<file path="src/rtl/barrel_unshifter_if.sv">
// Handshake bundle for barrel_unshifter: an input channel (rotated byte plus amount)
// and an output channel (restored byte), each with its own valid/ready pair.
interface barrel_unshifter_if #(
  parameter int WIDTH   = 8,
  parameter int SHAMT_W = 3
);
  logic               in_valid;
  logic               in_ready;
  logic [WIDTH-1:0]   d_in;
  logic [SHAMT_W-1:0] shift_amount;
  logic               out_valid;
  logic               out_ready;
  logic [WIDTH-1:0]   d_out;
  logic               busy;

  modport master (
    output in_valid, d_in, shift_amount, out_ready,
    input  in_ready, out_valid, d_out, busy
  );

  modport slave (
    input  in_valid, d_in, shift_amount, out_ready,
    output in_ready, out_valid, d_out, busy
  );
endinterface

</file>
<file path="src/rtl/barrel_unshifter.sv">
// Sequential right rotator that restores a byte rotated left by the companion
// barrel shifter; one bit position per clock, all-ones amount yields zero.
module barrel_unshifter #(
  parameter int WIDTH   = 8,
  parameter int SHAMT_W = 3
) (
  input  logic              clk,
  input  logic              rst_n,
  barrel_unshifter_if.slave bus
);
  localparam logic [SHAMT_W-1:0] CLEAR_CODE = {SHAMT_W{1'b1}};
  localparam logic [SHAMT_W-1:0] ZERO_AMT   = {SHAMT_W{1'b0}};
  localparam logic [SHAMT_W-1:0] ONE_AMT    = {{(SHAMT_W-1){1'b0}}, 1'b1};
  localparam logic [WIDTH-1:0]   ZERO_DATA  = {WIDTH{1'b0}};

  typedef enum logic [1:0] {
    IDLE  = 2'd0,
    SHIFT = 2'd1,
    DONE  = 2'd2
  } state_t;

  state_t             state_r;
  logic [SHAMT_W-1:0] cnt_r;
  logic [WIDTH-1:0]   data_r;
  logic [WIDTH-1:0]   d_out_r;
  logic               out_valid_r;

  function automatic logic [WIDTH-1:0] ror1(input logic [WIDTH-1:0] v);
    return {v[0], v[WIDTH-1:1]};
  endfunction

  // Control FSM, rotate datapath and registered result.
  always_ff @(posedge clk) begin
    if (!rst_n) begin
      state_r     <= IDLE;
      cnt_r       <= ZERO_AMT;
      data_r      <= ZERO_DATA;
      d_out_r     <= ZERO_DATA;
      out_valid_r <= 1'b0;
    end else begin
      case (state_r)
        IDLE: begin
          if (bus.in_valid) begin
            data_r <= bus.d_in;
            cnt_r  <= bus.shift_amount;
            if (bus.shift_amount == ZERO_AMT) begin
              d_out_r     <= bus.d_in;
              out_valid_r <= 1'b1;
              state_r     <= DONE;
            end else if (bus.shift_amount == CLEAR_CODE) begin
              d_out_r     <= ZERO_DATA;
              out_valid_r <= 1'b1;
              state_r     <= DONE;
            end else begin
              state_r <= SHIFT;
            end
          end else begin
            state_r <= IDLE;
          end
        end
        SHIFT: begin
          data_r <= ror1(data_r);
          cnt_r  <= cnt_r - ONE_AMT;
          // cnt_r==1 marks the last rotate; its result goes straight to d_out.
          if (cnt_r == ONE_AMT) begin
            d_out_r     <= ror1(data_r);
            out_valid_r <= 1'b1;
            state_r     <= DONE;
          end else begin
            state_r <= SHIFT;
          end
        end
        DONE: begin
          if (bus.out_ready) begin
            out_valid_r <= 1'b0;
            state_r     <= IDLE;
          end else begin
            state_r <= DONE;
          end
        end
        default: begin
          out_valid_r <= 1'b0;
          state_r     <= IDLE;
        end
      endcase
    end
  end

  assign bus.in_ready  = (state_r == IDLE) && rst_n;
  assign bus.busy      = (state_r != IDLE);
  assign bus.out_valid = out_valid_r;
  assign bus.d_out     = d_out_r;

endmodule

</file>
<file path="src/flat_wrapper.sv">
// flat-port wrapper written by rule: the top's interface ports become plain ports
module barrel_unshifter_flat 
#(
  parameter int WIDTH   = 8,
  parameter int SHAMT_W = 3
)
  (clk, rst_n, bus_in_valid, bus_d_in, bus_shift_amount, bus_out_ready, bus_in_ready, bus_out_valid, bus_d_out, bus_busy);
  barrel_unshifter_if #(.WIDTH(WIDTH), .SHAMT_W(SHAMT_W)) bus_i ();
  input  logic clk;
  input  logic rst_n;
  input wire logic [$bits(bus_i.in_valid)-1:0] bus_in_valid;
  input wire logic [$bits(bus_i.d_in)-1:0] bus_d_in;
  input wire logic [$bits(bus_i.shift_amount)-1:0] bus_shift_amount;
  input wire logic [$bits(bus_i.out_ready)-1:0] bus_out_ready;
  output wire logic [$bits(bus_i.in_ready)-1:0] bus_in_ready;
  output wire logic [$bits(bus_i.out_valid)-1:0] bus_out_valid;
  output wire logic [$bits(bus_i.d_out)-1:0] bus_d_out;
  output wire logic [$bits(bus_i.busy)-1:0] bus_busy;
  assign bus_i.in_valid = bus_in_valid;
  assign bus_i.d_in = bus_d_in;
  assign bus_i.shift_amount = bus_shift_amount;
  assign bus_i.out_ready = bus_out_ready;
  assign bus_in_ready = bus_i.in_ready;
  assign bus_out_valid = bus_i.out_valid;
  assign bus_d_out = bus_i.d_out;
  assign bus_busy = bus_i.busy;
  barrel_unshifter #(.WIDTH(WIDTH), .SHAMT_W(SHAMT_W)) u_core (.clk(clk), .rst_n(rst_n), .bus(bus_i));
endmodule
</file>
<file path="config.mk">
export PLATFORM = sky130hd
export DESIGN_NAME = barrel_unshifter_flat
export DESIGN_NICKNAME = d
export VERILOG_FILES = /design/src/rtl/barrel_unshifter_if.sv /design/src/rtl/barrel_unshifter.sv /design/src/flat_wrapper.sv
export SDC_FILE = /design/constraint.sdc
export NUM_CORES = 1
export LEC_CHECK = 0
export CORE_ASPECT_RATIO = 1.2
export CORE_MARGIN = 2
export CORE_UTILIZATION = 45
export DETAILED_ROUTE_END_ITERATION = 10
export DONT_BUFFER_PORTS = 1
export PLACE_DENSITY_LB_ADDON = 0.08
export SYNTH_ARGS = -nofsm -noshare
export SYNTH_HDL_FRONTEND = slang
export SYNTH_SLANG_ARGS = --single-unit
</file>
<file path="constraint.sdc">
create_clock -name clk -period 1.6 [get_ports clk]
set_clock_uncertainty 0.1 [all_clocks]
set_input_delay 0.32 -clock clk [delete_from_list [all_inputs] [get_ports clk]]
set_output_delay 0.32 -clock clk [all_outputs]
set_load 0.005 [all_outputs]
</file>
Word level (Yosys, flattened, before mapping)
Cells that the tools add are included.

storage, ports and cells
  register bits after elaboration = 22
  input port bits = 15
  word-level logic and storage cells = 43
  output and inout bits = 11

cells by class
  equality and inequality tests = 8
  reductions and logical operators = 8
  multiplexer cells = 21
  add/subtract/negate cells = 1

operator list
  operator               number
  $mux W8                5
  $pmux W8 S2            2
  $mux W2                5
  $reduce_and A4 Y1      2
  $pmux W2 S3            1
  $pmux W3 S2            1
  $mux W1                5
  $ne A2 B2 Y1 const B   2
  $reduce_bool A2 Y1     2
  $eq A3 B1 Y1 const B   1
  $eq A3 B3 Y1 const B   1
  $logic_not A3 Y1       1
  $mux W3                1
  $ne A3 B1 Y1 const B   1
  $pmux W1 S3            1
  $sub A3 B1 Y3 const B  1
  $eq A2 B1 Y1 const B   1
  $eq A2 B2 Y1 const B   1
  $logic_not A2 Y1       1
  $ne A2 B1 Y1 const B   1
  $reduce_and A2 Y1      1
  $logic_and A1 B1 Y1    1

Longest topological paths before layout
  word-level depth = 5
  mapped depth = 7
  mapped depth without buffers = 6

Least setup slack after synthesis
No wires, ideal clock.

  path kind = input -> register
  start point = input port bus_shift_amount[0]
  end point = register u_core.d_out_r[0], in the netlist u_core.bus.d_out[0]
  setup time = 0.124 ns
  arrival = 1.279 ns
  required time = 1.376 ns
  setup slack = 0.097 ns
  cell stages on the path = 5
  cell sequence = or3_4 -> a211oi_2 -> or2_2 -> buf_4 -> a31oi_1

between the ends
  cells in the longest elaborated chain, start to end = 4
  elaborated cells between the ends (all ways) = 7

RTL lines
  item                  line                    text
  from (decl)           flat_wrapper.sv:13      input wire logic [$bits(bus_i.shift_amount)-1:0] bus_shift_amount;
  $logic_not A3 Y1      barrel_unshifter.sv:46  if (bus.shift_amount == ZERO_AMT) begin
  $mux W8               barrel_unshifter.sv:46
  $mux W8               barrel_unshifter.sv:43  if (bus.in_valid) begin
  $pmux W8 S2           barrel_unshifter.sv:41  case (state_r)
  to (signal assigned)  barrel_unshifter.sv:47  d_out_r <= bus.d_in;
  to (signal assigned)  barrel_unshifter.sv:66  d_out_r <= ror1(data_r);
  to (decl)             barrel_unshifter.sv:25  logic [WIDTH-1:0] d_out_r;

Parallel ways exist; a longest one is shown, timed or not. The select of a mux whose other input is x is not followed.
A chain may end at the register's enable or synchronous reset.

Worst setup path after layout
  start point = register u_core.state_r[1]
  end point = output port bus_in_ready

between the ends
  cells in the longest elaborated chain, start to end = 2

RTL lines
  item                    line                    text
  from (decl)             barrel_unshifter.sv:22  state_t state_r;
  from (signal assigned)  barrel_unshifter.sv:35  state_r <= IDLE;
  from (signal assigned)  barrel_unshifter.sv:49  state_r <= DONE;
  from (signal assigned)  barrel_unshifter.sv:53  state_r <= DONE;
  $logic_not A2 Y1        barrel_unshifter.sv:89  assign bus.in_ready = (state_r == IDLE) && rst_n;
  $logic_and A1 B1 Y1     barrel_unshifter.sv:89
  to (decl)               flat_wrapper.sv:15      output wire logic [$bits(bus_i.in_ready)-1:0] bus_in_ready;

No other way between the ends.

==> results.cfg <==
[floorplanning]
core_area_um2 = 2260
die_h_um = 57.3
row_count = 19
die_w_um = 48.4
initial_core_util = 0.471
io-pin-count = 26
dieArea_um2 = 2770

[setup_path]
critPathRequiredTime_ps = 1180
path_cells = or2_4, nor2_2
cp-end-kind = output port
cpLargestDelayFamily = flip-flops
r2r_slack_ps = 140
critPathBufInv = 0
critPathMaxStageDelay_ps = 390
arrival_ps = 1080
start_kind = register
crit_path_max_fanout = 6
crit_type = reg2out
crit_slowest_cell = dfxtp_4

[finish]
synthToLayoutAreaGrowth_pct = 9.05
final_nets = 151
final_cell_area_um2 = 1160
n_antenna_cell = 0
final_cell_mix = nand2_1 (26), dfxtp_1 (21), a31oi_1 (17), o21ai_0 (12), o31ai_1 (8)
finalNonFillerCells = 164
final_common_cell = nand2_1
final_layout_size_suffix_gt1_frac = 0.150
fin_util = 0.514

[timing]
max_clock_freq_ghz = 0.668
worst_slack_ps = 102
hold_violations = 0
rsz0062_at_grt = no
fin_crit_ps = 1500
maxSlewViolCount = 0
slew_headroom = 0.844
whs_ps = 9.15
finalSetupTns_ps = 0
period_share = 0.936
worst_slew_pin_slew_ps = 232
setup_violations = 0

[logic_synthesis]
synth_cells = 130
syn_avg_cell_area_um2 = 8.19
ys_seq_area_frac = 0.414
yosys_register_bits = 22
yosys_warnings = 0
synth_nets = 147
syn_area_um2 = 1060
synth_cell_types = 27

[hold_path]
hold_path_class = in2reg

[cts]
cts-buffers-inserted = 3
cts.clk_slew.worst_paths_ps = 130
hold_buffers = 0
htreeDepth = 1
cts_max_path_buffers = 2
ctsRootBufferMaster = clkbuf_4
cts_sinks = 22
cts_setup_buffers = 0
clk_latency_ps = 320
cts_tree = done

[place]
place_ws_ps = 39.6
place_inst = 160
dp_hpwl_um = 1770
gp_congestion = 0.700
placed_area_um2 = 1100
portBuffers = 0

[power_and_ir_drop]
p_total_mw = 1.33
peakVddDrop_mv = 0.730
p_leak_nw = 0.453
p_per_area_nw_per_um2 = 1140

[global_routing]
grt.overflow.total = 0
first_global_vias = 912
antenna_found_initial = 0
grt_max_degree = 18
grt_usage = 0.201
grt_pass1_wl_um = 4300

[routing]
routed_wl_um = 2500
vias = 949
first_iter_violations = 19
ant_nets = 0
wl_per_cell_um = 15.2
dr.pass1.iters = 4
via_per_inst = 5.79
drc = 0

[status]
outcome = complete, no violations

[run]
cap_violations = 0
logic make-up after synthesis:
group / Yosys count / synth area share
compound gates: 46 / 0.280
simple gates: 44 / 0.189
flops: 22 / 0.414
buf+inv: 15 / 0.0846
fa+ha+maj: 2 / 0.0235
mux: 1 / 0.00940
per-layer routing:
| metal | vias to the layer above | global-route usage | share of wire |
|---|---|---|---|
| li1 | 473 | - | - |
| met1 | 446 | 0.228 | 0.43 |
| met2 | 24 | 0.345 | 0.50 |
| met3 | 6 | 0.0471 | 0.053 |
| met4 | 0 | 0.118 | 0.023 |
| met5 | - | 0 | 0 |
repair_timing:
item                       in CTS  in global routing
resized for setup               1                  4
cloned                          0                  0
setup endpoints to repair       1                  3
worst paths after layout:
check / from / endpoint / cells past startpoint
setup / recovery: u_core.state_r[1] / bus_in_ready / 2
hold / removal: rst_n / u_core.bus.d_out[1] / 2
setup reg to reg: u_core.cnt_r[1] / u_core.bus.d_out[5] / 6
hold reg to reg: u_core.cnt_r[1] / u_core.cnt_r[1] / 2
final cells by class:
| cell class | count | area (um2) |
|---|---|---|
| fill | 238 | 1100 |
| multi-input combinational | 93 | 539 |
| sequential | 22 | 444 |
| timing repair buffer | 8 | 63.8 |
| tap | 31 | 38.8 |
| clock inverter | 1 | 30.0 |
| clock buffer | 3 | 22.5 |
| inverter | 6 | 22.5 |
cell usage after synthesis:
cell | n | area share
nand2b_1 | 2 | 0.012
a211oi_1 | 2 | 0.014
buf_2 | 4 | 0.019
or2_2 | 2 | 0.012
clkbuf_8 | 1 | 0.013
nand2_1 | 26 | 0.092
a32oi_1 | 2 | 0.016
nor2b_1 | 2 | 0.012
nor2_2 | 1 | 0.0059
dfxtp_1 | 22 | 0.41
ha_1 | 2 | 0.023
buf_6 | 1 | 0.011
nor2_1 | 7 | 0.025
inv_1 | 6 | 0.021
buf_4 | 3 | 0.021
a31oi_1 | 17 | 0.10
o21ai_0 | 12 | 0.056
a311oi_1 | 1 | 0.0082
o211ai_1 | 1 | 0.0071
or3_4 | 1 | 0.011
nor4_2 | 1 | 0.012
a211oi_2 | 1 | 0.012
mux2i_1 | 1 | 0.0094
o31ai_1 | 8 | 0.056
a21oi_1 | 2 | 0.0094
nor3_1 | 1 | 0.0047
nand3_1 | 1 | 0.0047
state kept, by name (all words and copies together), names as in the netlist:
| signal | cells |
|---|---|
| u_core.bus.d_out | 8 |
| u_core.data_r | 8 |
| u_core.cnt_r | 3 |
| u_core.state_r | 2 |
| u_core.bus.out_valid | 1 |
power by group:
| part | internal (mW) | switching [mW] | total, mW |
|---|---|---|---|
| logic | 0.105 | 0.141 | 0.246 |
| registers | 0.609 | 0.0385 | 0.647 |
| clock network | 0.253 | 0.182 | 0.435 |
Note: power is estimated with default switching activity, not from simulation.
